### src/rtl/id_stage_pipelined.sv
// id_stage_pipelined: instruction decode stage with register file, write-through
// read bypass, load/RAW hazard detection, branch resolution and the ID/EXE
// pipeline register. Optional performance counters (stall_cnt, br_cnt) are
// built only when the macro ID_PERF_CNT_EN is defined.
module id_stage_pipelined #(
   parameter int DATA_W   = 16,
   parameter int NUM_REGS = 16,
   parameter int ADDR_W   = 4,
   parameter int INSTR_W  = 16
) (
   input  logic               clk,
   input  logic               rst,
   input  logic               instr_valid,
   input  logic [INSTR_W-1:0] instruction,
   input  logic               flagZ,
   input  logic               forward_EN,
   input  logic               writeEn,
   input  logic [ADDR_W-1:0]  dest,
   input  logic [DATA_W-1:0]  writeVal,
   input  logic [ADDR_W-1:0]  dest_EXE,
   input  logic [ADDR_W-1:0]  dest_MEM,
   input  logic               WB_EN_EXE,
   input  logic               WB_EN_MEM,
   input  logic               MEM_R_EN_EXE,
   output logic               hazard_detected,
   output logic               brTaken,
   output logic               id_valid,
   output logic [ADDR_W-1:0]  src1,
   output logic [ADDR_W-1:0]  src2,
   output logic [ADDR_W-1:0]  dst_o,
   output logic [DATA_W-1:0]  val1,
   output logic [DATA_W-1:0]  val2,
   output logic [DATA_W-1:0]  st_val,
   output logic               is_imm,
   output logic               ST,
   output logic               MEM_R_EN,
   output logic               MEM_W_EN,
   output logic               WB_EN,
   output logic [3:0]         EXE_CMD
`ifdef ID_PERF_CNT_EN
   ,
   output logic [15:0]        stall_cnt,
   output logic [15:0]        br_cnt
`endif
);

   typedef enum logic [3:0] {
      OP_NOP = 4'd0, OP_ADD = 4'd1, OP_SUB = 4'd2, OP_AND = 4'd3, OP_OR = 4'd4,
      OP_ADDI = 4'd5, OP_LD = 4'd6, OP_ST = 4'd7, OP_BEQZ = 4'd8, OP_B = 4'd9
   } op_e;

   typedef struct packed {
      logic              valid;
      logic [ADDR_W-1:0] src1;
      logic [ADDR_W-1:0] src2;
      logic [ADDR_W-1:0] dst;
      logic [DATA_W-1:0] val1;
      logic [DATA_W-1:0] val2;
      logic [DATA_W-1:0] st_val;
      logic              is_imm;
      logic              st;
      logic              mem_r;
      logic              mem_w;
      logic              wb;
      logic [3:0]        cmd;
   } idex_t;

   // Instruction fields; note s1 overlaps the upper nibble of imm8.
   logic [3:0]        op;
   logic [ADDR_W-1:0] f_dst, f_s1, f_s2;
   logic [7:0]        imm8;
   assign op    = instruction[INSTR_W-1 -: 4];
   assign f_dst = instruction[8 +: ADDR_W];
   assign f_s1  = instruction[4 +: ADDR_W];
   assign f_s2  = instruction[0 +: ADDR_W];
   assign imm8  = instruction[7:0];

   logic uses_s1, uses_s2, is_st, is_ld, imm_op, wb_op;
   assign uses_s1 = (op >= OP_ADD) && (op <= OP_ST);
   assign uses_s2 = (op >= OP_ADD) && (op <= OP_OR);
   assign is_st   = (op == OP_ST);
   assign is_ld   = (op == OP_LD);
   assign imm_op  = (op == OP_ADDI) || is_ld || is_st;
   assign wb_op   = (op >= OP_ADD) && (op <= OP_LD);

   // Register file with write-through bypass on every read port; R0 reads 0.
   logic [DATA_W-1:0] regs [NUM_REGS];
   logic [DATA_W-1:0] rd_s1, rd_s2, rd_dst;
   assign rd_s1  = (f_s1 == '0)  ? '0 : (writeEn && dest == f_s1)  ? writeVal : regs[f_s1];
   assign rd_s2  = (f_s2 == '0)  ? '0 : (writeEn && dest == f_s2)  ? writeVal : regs[f_s2];
   assign rd_dst = (f_dst == '0) ? '0 : (writeEn && dest == f_dst) ? writeVal : regs[f_dst];

   // A producer address matches when it is nonzero and equals any used source.
   logic match_exe, match_mem, haz_raw;
   assign match_exe = (dest_EXE != '0) &&
                      ((uses_s1 && f_s1 == dest_EXE) || (uses_s2 && f_s2 == dest_EXE) ||
                       (is_st && f_dst == dest_EXE));
   assign match_mem = (dest_MEM != '0) &&
                      ((uses_s1 && f_s1 == dest_MEM) || (uses_s2 && f_s2 == dest_MEM) ||
                       (is_st && f_dst == dest_MEM));
   assign haz_raw = forward_EN ? (MEM_R_EN_EXE && WB_EN_EXE && match_exe)
                               : ((WB_EN_EXE && match_exe) || (WB_EN_MEM && match_mem));

   assign hazard_detected = instr_valid && haz_raw;
   assign brTaken = instr_valid && !hazard_detected &&
                    ((op == OP_B) || (op == OP_BEQZ && flagZ));

   // Decode the next ID/EXE contents; stalls and empty slots become all-zero bubbles.
   idex_t nxt;
   always_comb begin
      // NOTE: defaulting the whole struct first keeps every path assigned, so no latch is inferred.
      nxt = '0;
      if (instr_valid && !hazard_detected) begin
         nxt.valid = 1'b1;
         if (uses_s1) begin
            nxt.src1 = f_s1;
            nxt.val1 = rd_s1;
         end
         if (uses_s2) begin
            nxt.src2 = f_s2;
            nxt.val2 = rd_s2;
         end
         if (imm_op) nxt.val2 = {{(DATA_W-8){1'b0}}, imm8};
         if (is_st) nxt.st_val = rd_dst;
         if (wb_op || is_st) nxt.dst = f_dst;
         nxt.is_imm = imm_op;
         nxt.st     = is_st;
         nxt.mem_r  = is_ld;
         nxt.mem_w  = is_st;
         nxt.wb     = wb_op;
         case (op)
            OP_ADD, OP_ADDI, OP_LD, OP_ST: nxt.cmd = 4'd1;
            OP_SUB:                        nxt.cmd = 4'd2;
            OP_AND:                        nxt.cmd = 4'd3;
            OP_OR:                         nxt.cmd = 4'd4;
            default:                       nxt.cmd = 4'd0;
         endcase
      end
   end

   // Register file write port; R0 is never written.
   always_ff @(posedge clk or posedge rst) begin
      if (rst) begin
         // NOTE: the register file must read zero after reset, so the array is cleared here rather than left to a RAM macro.
         for (int i = 0; i < NUM_REGS; i++) regs[i] <= '0;
      end else if (writeEn && dest != '0) begin
         // NOTE: non-blocking assignment so every reader of regs sees the pre-edge value this cycle.
         regs[dest] <= writeVal;
      end
   end

   // ID/EXE pipeline register.
   idex_t slot;
   always_ff @(posedge clk or posedge rst) begin
      if (rst) slot <= '0;
      else     slot <= nxt;
   end

   assign id_valid = slot.valid;
   assign src1     = slot.src1;
   assign src2     = slot.src2;
   assign dst_o    = slot.dst;
   assign val1     = slot.val1;
   assign val2     = slot.val2;
   assign st_val   = slot.st_val;
   assign is_imm   = slot.is_imm;
   assign ST       = slot.st;
   assign MEM_R_EN = slot.mem_r;
   assign MEM_W_EN = slot.mem_w;
   assign WB_EN    = slot.wb;
   assign EXE_CMD  = slot.cmd;

`ifdef ID_PERF_CNT_EN
   // Saturating stall and taken-branch counters.
   always_ff @(posedge clk or posedge rst) begin
      if (rst) begin
         stall_cnt <= '0;
         br_cnt    <= '0;
      end else begin
         if (hazard_detected && stall_cnt != 16'hFFFF) stall_cnt <= stall_cnt + 16'd1;
         if (brTaken && br_cnt != 16'hFFFF)            br_cnt    <= br_cnt + 16'd1;
      end
   end
`endif

endmodule

### config.mk
export PLATFORM = sky130hd
export DESIGN_NAME = id_stage_pipelined
export DESIGN_NICKNAME = d
export VERILOG_FILES = /design/src/rtl/id_stage_pipelined.sv
export SDC_FILE = /design/constraint.sdc
export NUM_CORES = 1
export LEC_CHECK = 0
export CAP_MARGIN = 5
export CORE_ASPECT_RATIO = 0.75
export CORE_MARGIN = 2
export CORE_UTILIZATION = 35
export CTS_BUF_LIST = sky130_fd_sc_hd__clkbuf_8
export CTS_CLUSTER_DIAMETER = 100
export DETAILED_ROUTE_END_ITERATION = 6
export SLEW_MARGIN = 10
export SYNTH_ARGS = -nofsm -noshare
export SYNTH_HDL_FRONTEND = slang
export SYNTH_SLANG_ARGS = --single-unit
### constraint.sdc
create_clock -name clk -period 14.1 [get_ports clk]
set_input_delay 1.41 -clock clk [delete_from_list [all_inputs] [get_ports clk]]
set_output_delay 1.41 -clock clk [all_outputs]
set_load 0.01 [all_outputs]
; ---- Word-level counts from Yosys, hierarchy flattened
; Index checks and enable logic that the tools add are counted.
[word_totals]
output_inout_bits = 72
memories = 0
latchBits = 0
register_bits = 326
ramBits = 0
input_bits = 53
mem_bits_ro = 0
[op_classes]
n_shift = 0
n_bitwise = 4
div = 0
add_sub_neg = 0
order_cmp = 9
muxes = 28
n_mul = 0
reduce_logical = 41
eq_ne = 18
[ops]
columns = op, count
row1 = 16-bit two-way mux, 17
row2 = 256-bit bitwise mux, 1
row3 = 16-bit binary-select mux with 4-bit select, 3
row4 = 70-bit two-way mux, 1
row5 = 16-bit demux with 4-bit select, 1
row6 = 4-bit equality test, 9
row7 = 1-bit logical AND, 24
row8 = "5-bit >= comparator, second input constant", 4
row9 = 4-bit inverter with 5-bit output, 4
row10 = "4-bit by 3-bit equality test with 1-bit output, second input constant", 4
row11 = "4-bit by 3-bit less-or-equal comparator with 1-bit output, second input constant", 3
row12 = 4-bit zero test, 3
row13 = 4-bit two-way mux, 3
row14 = 3-bit case mux with 4 select lines, 1
row15 = 4-bit nonzero test, 3
row16 = 1-bit logical OR, 9
row17 = "4-bit by 2-bit equality test with 1-bit output, second input constant", 2
row18 = "4-bit equality test, second input constant", 2
row19 = "5-bit by 1-bit less-than comparator with 1-bit output, second input constant", 1
row20 = "4-bit by 1-bit equality test with 1-bit output, second input constant", 1
row21 = "4-bit by 1-bit >= comparator with 1-bit output, second input constant", 1
row22 = 4-bit OR reduction, 1
row23 = 1-bit zero test, 1
row24 = 1-bit two-way mux, 1

; ---- Longest topological paths before layout
; Gate-level depths: netlist of the first run.
[depth]
word_depth = 13
ltp_mapped = 10
ltp_nobuf = 7

; ---- Worst setup path before layout of the first run
; Ideal clock, no wire load.
[synth_path]
kind = in2out
start = input instruction[13]
end = output brTaken
setup_slack_ns = 9.543
path_buffers = 3
stages = 9
t_required_ns = 12.690
t_arrival_ns = 3.147
path_cell_list = buf_2 nor3_1 or2_2 buf_2 nor3_1 nor4_4 nand2_4 clkbuf_1 nor2_1
[synth_via]
elab_chain_len = 13
word_cells_on_any_way = 31
cone_classes = order compare: 3 / eq/ne: 3 / mux: 1 / reduce/logical: 24
[synth_lines]
columns = item, line_no
row1 = "start, declared", 14  ; input logic [INSTR_W-1:0] instruction,
row2 = 4-bit by 1-bit >= comparator with 1-bit output (tied with other cells), "79, 80"
row3 = "1-bit logical AND, on equally long branches", "79, 80"
row4 = "1-bit logical AND, on equally long branches", "96, 99"
row5 = "1-bit logical OR, on equally long branches (2 in a row)", "96, 99"
row6 = "1-bit logical AND, on equally long branches", "95, 98"
row7 = 1-bit logical AND, 102  ; : ((WB_EN_EXE && match_exe) || (WB_EN_MEM && match_mem));
row8 = 1-bit logical OR, 102
row9 = 1-bit two-way mux, 101  ; assign haz_raw = forward_EN ? (MEM_R_EN_EXE && WB_EN_EXE && match_exe)
row10 = 1-bit logical AND, 104  ; assign hazard_detected = instr_valid && haz_raw;
row11 = 1-bit zero test, 105  ; assign brTaken = instr_valid && !hazard_detected &&
row12 = 1-bit logical AND, 105
row13 = 1-bit logical AND *, 105
row14 = "end, declared", 26  ; output logic brTaken,
; Mark *: on every way between the ends. The rest lies on a longest branch, timed or not.

; ---- Worst setup path in the final report of the first run
[layout_path]
start = input dest_MEM[0]
end = output brTaken
[layout_via]
elab_chain_len = 12
word_cells_on_any_way = 17
cone_classes = eq/ne: 3 / mux: 1 / reduce/logical: 13
[layout_lines]
columns = item, line_no
row1 = "start, declared", 21  ; input logic [ADDR_W-1:0] dest_MEM,
row2 = 4-bit equality test, 99  ; ((uses_s1 && f_s1 == dest_MEM) || (uses_s2 && f_s2 == dest_MEM) ||
row3 = 1-bit logical AND, 99
row4 = 1-bit logical OR (2 in a row), 99
row5 = 1-bit logical AND *, 98  ; assign match_mem = (dest_MEM != '0) &&
row6 = 1-bit logical AND *, 102
row7 = 1-bit logical OR *, 102
row8 = 1-bit two-way mux *, 101
row9 = 1-bit logical AND *, 104
row10 = 1-bit zero test *, 105
row11 = 1-bit logical AND * (2 in a row), 105
; Marked as above.

==> results_dict.tcl, run 1 <==
set metrics [dict create \
    status "finished clean" \
    drt.antenna.violating_nets 0 \
    whs_ns 0.427 \
    routed_via_density 6.02 \
    setup_tns_ns 0 \
    syn_area_um2 18700 \
    tightest_slew_ns 1.11 \
    synthFlopType "dfrtp_1" \
    nets 1436 \
    grt_pass1_vias 13200 \
    p_per_area_nw_per_um2 132 \
    worstPathArrival_ns 4.37 \
    ys_async_sr_fraction_pct 100 \
    ir_drop_mv 0.0731 \
    antenna_found_initial 1 \
    htreeDepth 2 \
    grt_pass1_wl_mm 89.0 \
    cts.repair.resized 0 \
    syn_nets 1378 \
    final_common_cell "dfrtp_1" \
    numCtsBuffers 58 \
    cts_buffer_depth 3 \
    cts_sinks 324 \
    p_int_mw 2.01 \
    hold_viol 0 \
    row_count 73 \
    gp_congestion 0.799 \
    cp-end-kind "output pin" \
    pwr-share-clk_pct 31.1 \
    syn_avg_cell_area_um2 14.1 \
    ios 125 \
    maxCapViolCount 0 \
    swShare_pct 29.5 \
    drc 0 \
    cts_hold_buf 0 \
    dieArea_um2 55300 \
    worstPathRequired_ns 12.69 \
    cts-root-buf "clkbuf_8" \
    die_width_um 271 \
    dr.pass1.iters 6 \
    grt_max_degree 99 \
    area_growth_pct 15.4 \
    total_power_mw 2.85 \
    first_iter_violations 1281 \
    grt_overflow 0 \
    finalClockSkew_ns 0.0125 \
    cts_setup_buffers 0 \
    fill_cells 4828 \
    cts_tree "built" \
    io_buffers 123 \
    crit_fanout 26 \
    wire_per_inst_um 27.5 \
    vias 12800 \
    period_needed_ns 5.78 \
    yosysSeqAreaShare_pct 43.3 \
    clock_latency_ns 0.63 \
    wl_mm 58.8 \
    hpwl_mm 34.1 \
    yosys_warnings 0 \
    critPathLaunchType "primary input" \
    slew_headroom_pct 26.0 \
    comb_power_share_pct 24.1 \
    synth_cell_types 51 \
    seqPwrFrac_pct 44.7 \
    syn_inst 1325 \
    design.core.area_um2 52900 \
    finalCritPeriodShare_pct 41.0 \
    fmax_ghz 0.173 \
    synth_edf_count 0 \
    rsz0062_at_grt "no" \
    ys_seq_elements 324 \
    die_y_um 204 \
    drv_slew 0 \
    p_leak_nw 8.53 \
    worstSetupPathType "in -> out" \
    switchingPower_mw 0.842 \
    setup_viol 0 \
    hp-class "reg -> reg" \
    grt.total_usage_pct 21.5 \
    final_cell_mix "dfrtp_1 (324), mux2_2 (255), mux4_2 (190)" \
    clk_pin_slew_ns 0.06 \
    drive_gt1_share_pct 42.7 \
    start_util_pct 35.4 \
]
## registers in the layout, summed over array words and instances, names as in the netlist
register / count
src2: 4
MEM_W_EN: 1
st_val: 16
id_valid: 1
is_imm: 1
src1: 4
MEM_R_EN: 1
val2: 16
EXE_CMD: 3
WB_EN: 1
regs: 256
dst_o: 4
val1: 16
## worst max-delay path, stage by stage
cell,delay (ns)
clkdlybuf4s50_1,0.52
or4_1,0.58
nand3b_2,0.12
nor3_1,0.09
nor4_4,0.51
nand2_4,0.39
nor2_1,0.19
clkdlybuf4s50_1,0.55
## stage by stage
step | instances | setup WS [ns] | cell area [um^2] | utilization, %
after floorplan | 1325 | 3.72 | 18700 | -
after global placement | 2035 | 8.43 | 20400 | 38.6
after detailed placement | 2035 | 8.38 | 20400 | 38.6
after CTS | 2132 | 8.35 | 21600 | 40.8
after global routing | 2133 | 8.18 | 21600 | 40.8
final | 2133 | 8.32 | 21600 | 40.8
## synthesized netlist by cell type (2+ instances only)
cell	n	area, um^2
a211oi_1	63	473
a21oi_1	36	180
a221oi_1	2	17.5
a222oi_1	7	70.1
a311oi_1	2	17.5
and3_1	12	75.1
buf_1	14	52.6
buf_2	48	240
buf_4	4	30.0
clkbuf_1	83	312
dfrtp_1	324	8110
inv_1	5	18.8
mux2_2	255	2870
mux2i_1	42	420
mux4_2	190	4280
nand2_1	6	22.5
nand2b_1	6	37.5
nand3_1	7	35.0
nand4_1	7	43.8
nor2_1	39	146
nor2b_1	48	300
nor3_1	26	130
nor3_2	14	140
nor4b_1	2	17.5
o21a_1	2	15.0
o21ai_0	2	10.0
o21ai_1	2	10.0
o22ai_1	16	100
or3_1	2	12.5
or4_1	4	30.0
xnor2_1	34	298
xor2_1	2	17.5
## layer usage
metal	vias up	routed length (um)	track usage [%]
met4	0	1360	5.68
li1	5255	-	-
met1	6816	25800	31.0
met5	-	0	0
met2	656	25600	31.4
met3	116	6010	6.41
## layout make-up
class                           instances  area [um^2]  area share [%]
Antenna cell                            1         2.50          0.0116
Clock buffer                           74         1020            4.72
Clock inverter                         23          129           0.597
Inverter                                6         30.0           0.139
Multi-Input combinational cell        845        10000            46.5
Sequential cell                       324         8110            37.6
Tap cell                              712          891            4.13
Timing Repair Buffer                  148         1380            6.39
## path summary, 6_finish.rpt
path | from | end | slack [ns] | depth (start not counted)
max | dest_MEM[0] | brTaken | 8.32 | 8
min | regs[244] | regs[244] | 0.43 | 0
max reg2reg | regs[250] | val2[10] | 11.99 | 6
min reg2reg | regs[244] | regs[244] | 0.43 | 0
max in group asynchronous | rst | regs[222] | 11.29 | 3
min in group asynchronous | rst | regs[42] | 1.25 | 2
## power by group through the flow
stage | clock, mW | sequential [mW] | combinational (mW)
after detailed placement | 0 | 1.28 | 0.686
after global placement | 0 | 1.28 | 0.673
after floorplan | 0 | 1.22 | 0.545
after CTS | 0.908 | 1.27 | 0.689
after global routing | 0.953 | 1.30 | 0.740
final | 0.887 | 1.28 | 0.688
## logic make-up (layout without fill, tap and decap cells)
family,Yosys count,after routing,synth area share [%]
AOI/OAI and AO/OA,138,138,5.02
xor gates and xnor gates,36,36,1.69
buffers and inverters,156,251,3.57
DFF,324,324,43.3
muxes,487,487,40.5
other,1,2,0.0200
and+or+nand+nor,183,183,5.89
(Power assumes the default switching activity.)
==> run 2: changes to the inputs <==
- clock period: 14.1 -> 5.5 ns (I/O delays scaled with it)
==> results_dict.tcl, run 2 (synthesized netlist as in run 1, its figures left out) <==
set metrics [dict create \
    numCtsBuffers 54 \
    total_power_mw 7.16 \
    start_util_pct 35.4 \
    ir_drop_mv 0.143 \
    grt_pass1_wl_mm 89.4 \
    cts_tree "built" \
    area_growth_pct 15.0 \
    setup_viol 0 \
    cts_hold_buf 0 \
    final_common_cell "dfrtp_1" \
    hpwl_mm 34.9 \
    comb_power_share_pct 24.7 \
    setup_tns_ns 0 \
    htreeDepth 2 \
    period_needed_ns 4.01 \
    worstPathRequired_ns 4.95 \
    place_inst 2037 \
    pwr-share-clk_pct 29.6 \
    seqPwrFrac_pct 45.7 \
    routed_via_density 6.08 \
    gp_congestion 0.827 \
    swShare_pct 30.1 \
    finalCritPeriodShare_pct 72.8 \
    io_buffers 123 \
    cts.repair.resized 0 \
    multi_input_comb_area_um2 10000 \
    vias 12900 \
    ios 125 \
    drive_gt1_share_pct 42.3 \
    design.core.area_um2 52900 \
    slew_headroom_pct 25.8 \
    drt.antenna.violating_nets 0 \
    clock_latency_ns 0.62 \
    status "finished clean" \
    first_iter_violations 1314 \
    clk_pin_slew_ns 0.07 \
    cts_setup_buffers 0 \
    tightest_slew_ns 1.11 \
    grt_max_degree 159 \
    p_leak_nw 8.50 \
    p_int_mw 5.01 \
    utilization_pct 40.7 \
    drc 0 \
    final_cell_mix "dfrtp_1 (324), mux2_2 (255), mux4_2 (190)" \
    layout.cells.non_filler 2130 \
    cp-end-kind "output pin" \
    switchingPower_mw 2.15 \
    nets 1434 \
    crit_fanout 26 \
    maxCapViolCount 0 \
    dr.pass1.iters 5 \
    whs_ns 0.339 \
    die_y_um 204 \
    drv_slew 0 \
    hp-class "in -> async" \
    worstPathArrival_ns 3.46 \
    cts_buffer_depth 3 \
    hold_viol 0 \
    critPathLaunchType "primary input" \
    fill_cells 4821 \
    p_per_area_nw_per_um2 333 \
    rsz0062_at_grt "no" \
    cts-root-buf "clkbuf_8" \
    grt_pass1_vias 13500 \
    die_width_um 271 \
    top_register "regs" \
    row_count 73 \
    finalClockSkew_ns 0.0160 \
    area.sequential_um2 8110 \
    wl_mm 59.2 \
    fmax_ghz 0.250 \
    worstSetupPathType "in -> out" \
    wire_per_inst_um 27.8 \
    grt_overflow 0 \
    dieArea_um2 55300 \
    antenna_found_initial 2 \
    cts_sinks 324 \
    largest_reg_flops 256 \
    grt.total_usage_pct 21.5 \
]
[run 2: final cells by class]
type                    instances  area share (%)
diodes                          1          0.0116
clock buffers                  68            4.35
clock inverters                24           0.489
inverters                       6           0.122
multi-input cells             845            46.7
flip-flops and latches        324            37.7
well taps                     712            4.14
repair buffers                150            6.54
[run 2: worst max-delay path, stage by stage]
cell and delay, ns:
clkdlybuf4s50_1 0.51, or4_1 0.59, nand3b_2 0.12, nor3_1 0.09, nor4_4 0.49, nand2_4 0.36, nor2_1 0.20, clkdlybuf4s50_1 0.55
[run 2: per-layer routing]
layer  up-vias  wire (um)  share of wire (%)  GRT usage [%]
li1       5250          -                  -              -
met1      6876      25900                 44           31.4
met2       709      25600                 43           31.1
met3       105       6420                 11           6.43
met4         2       1340                2.3           5.76
met5         -          8              0.014              0
[run 2: power by group through the flow]
stage                     Combinational [mW]  Sequential (mW)  Clock, mW
after floorplan                         1.40             3.12          0
after global placement                  1.73             3.27          0
after detailed placement                1.76             3.29          0
after CTS                               1.77             3.25       2.17
after global routing                    1.91             3.33       2.27
final                                   1.77             3.27       2.12
[run 2: worst paths after layout]
kind	start	to	slack, ns	cells after the start
max	dest_MEM[0]	brTaken	1.49	8
min	rst	val2[9]	0.34	2
max reg2reg	regs[202]	val2[10]	3.38	6
min reg2reg	regs[252]	regs[252]	0.42	0
max in group asynchronous	rst	regs[85]	3.94	3
min in group clk	regs[252]	regs[252]	0.42	0
[run 2: metrics by stage]
step	worst slack, ns	area, um^2
after floorplan	0.627	18700
after global placement	1.54	20500
after detailed placement	1.49	20500
after CTS	1.47	21500
after global routing	1.33	21500
final	1.49	21500
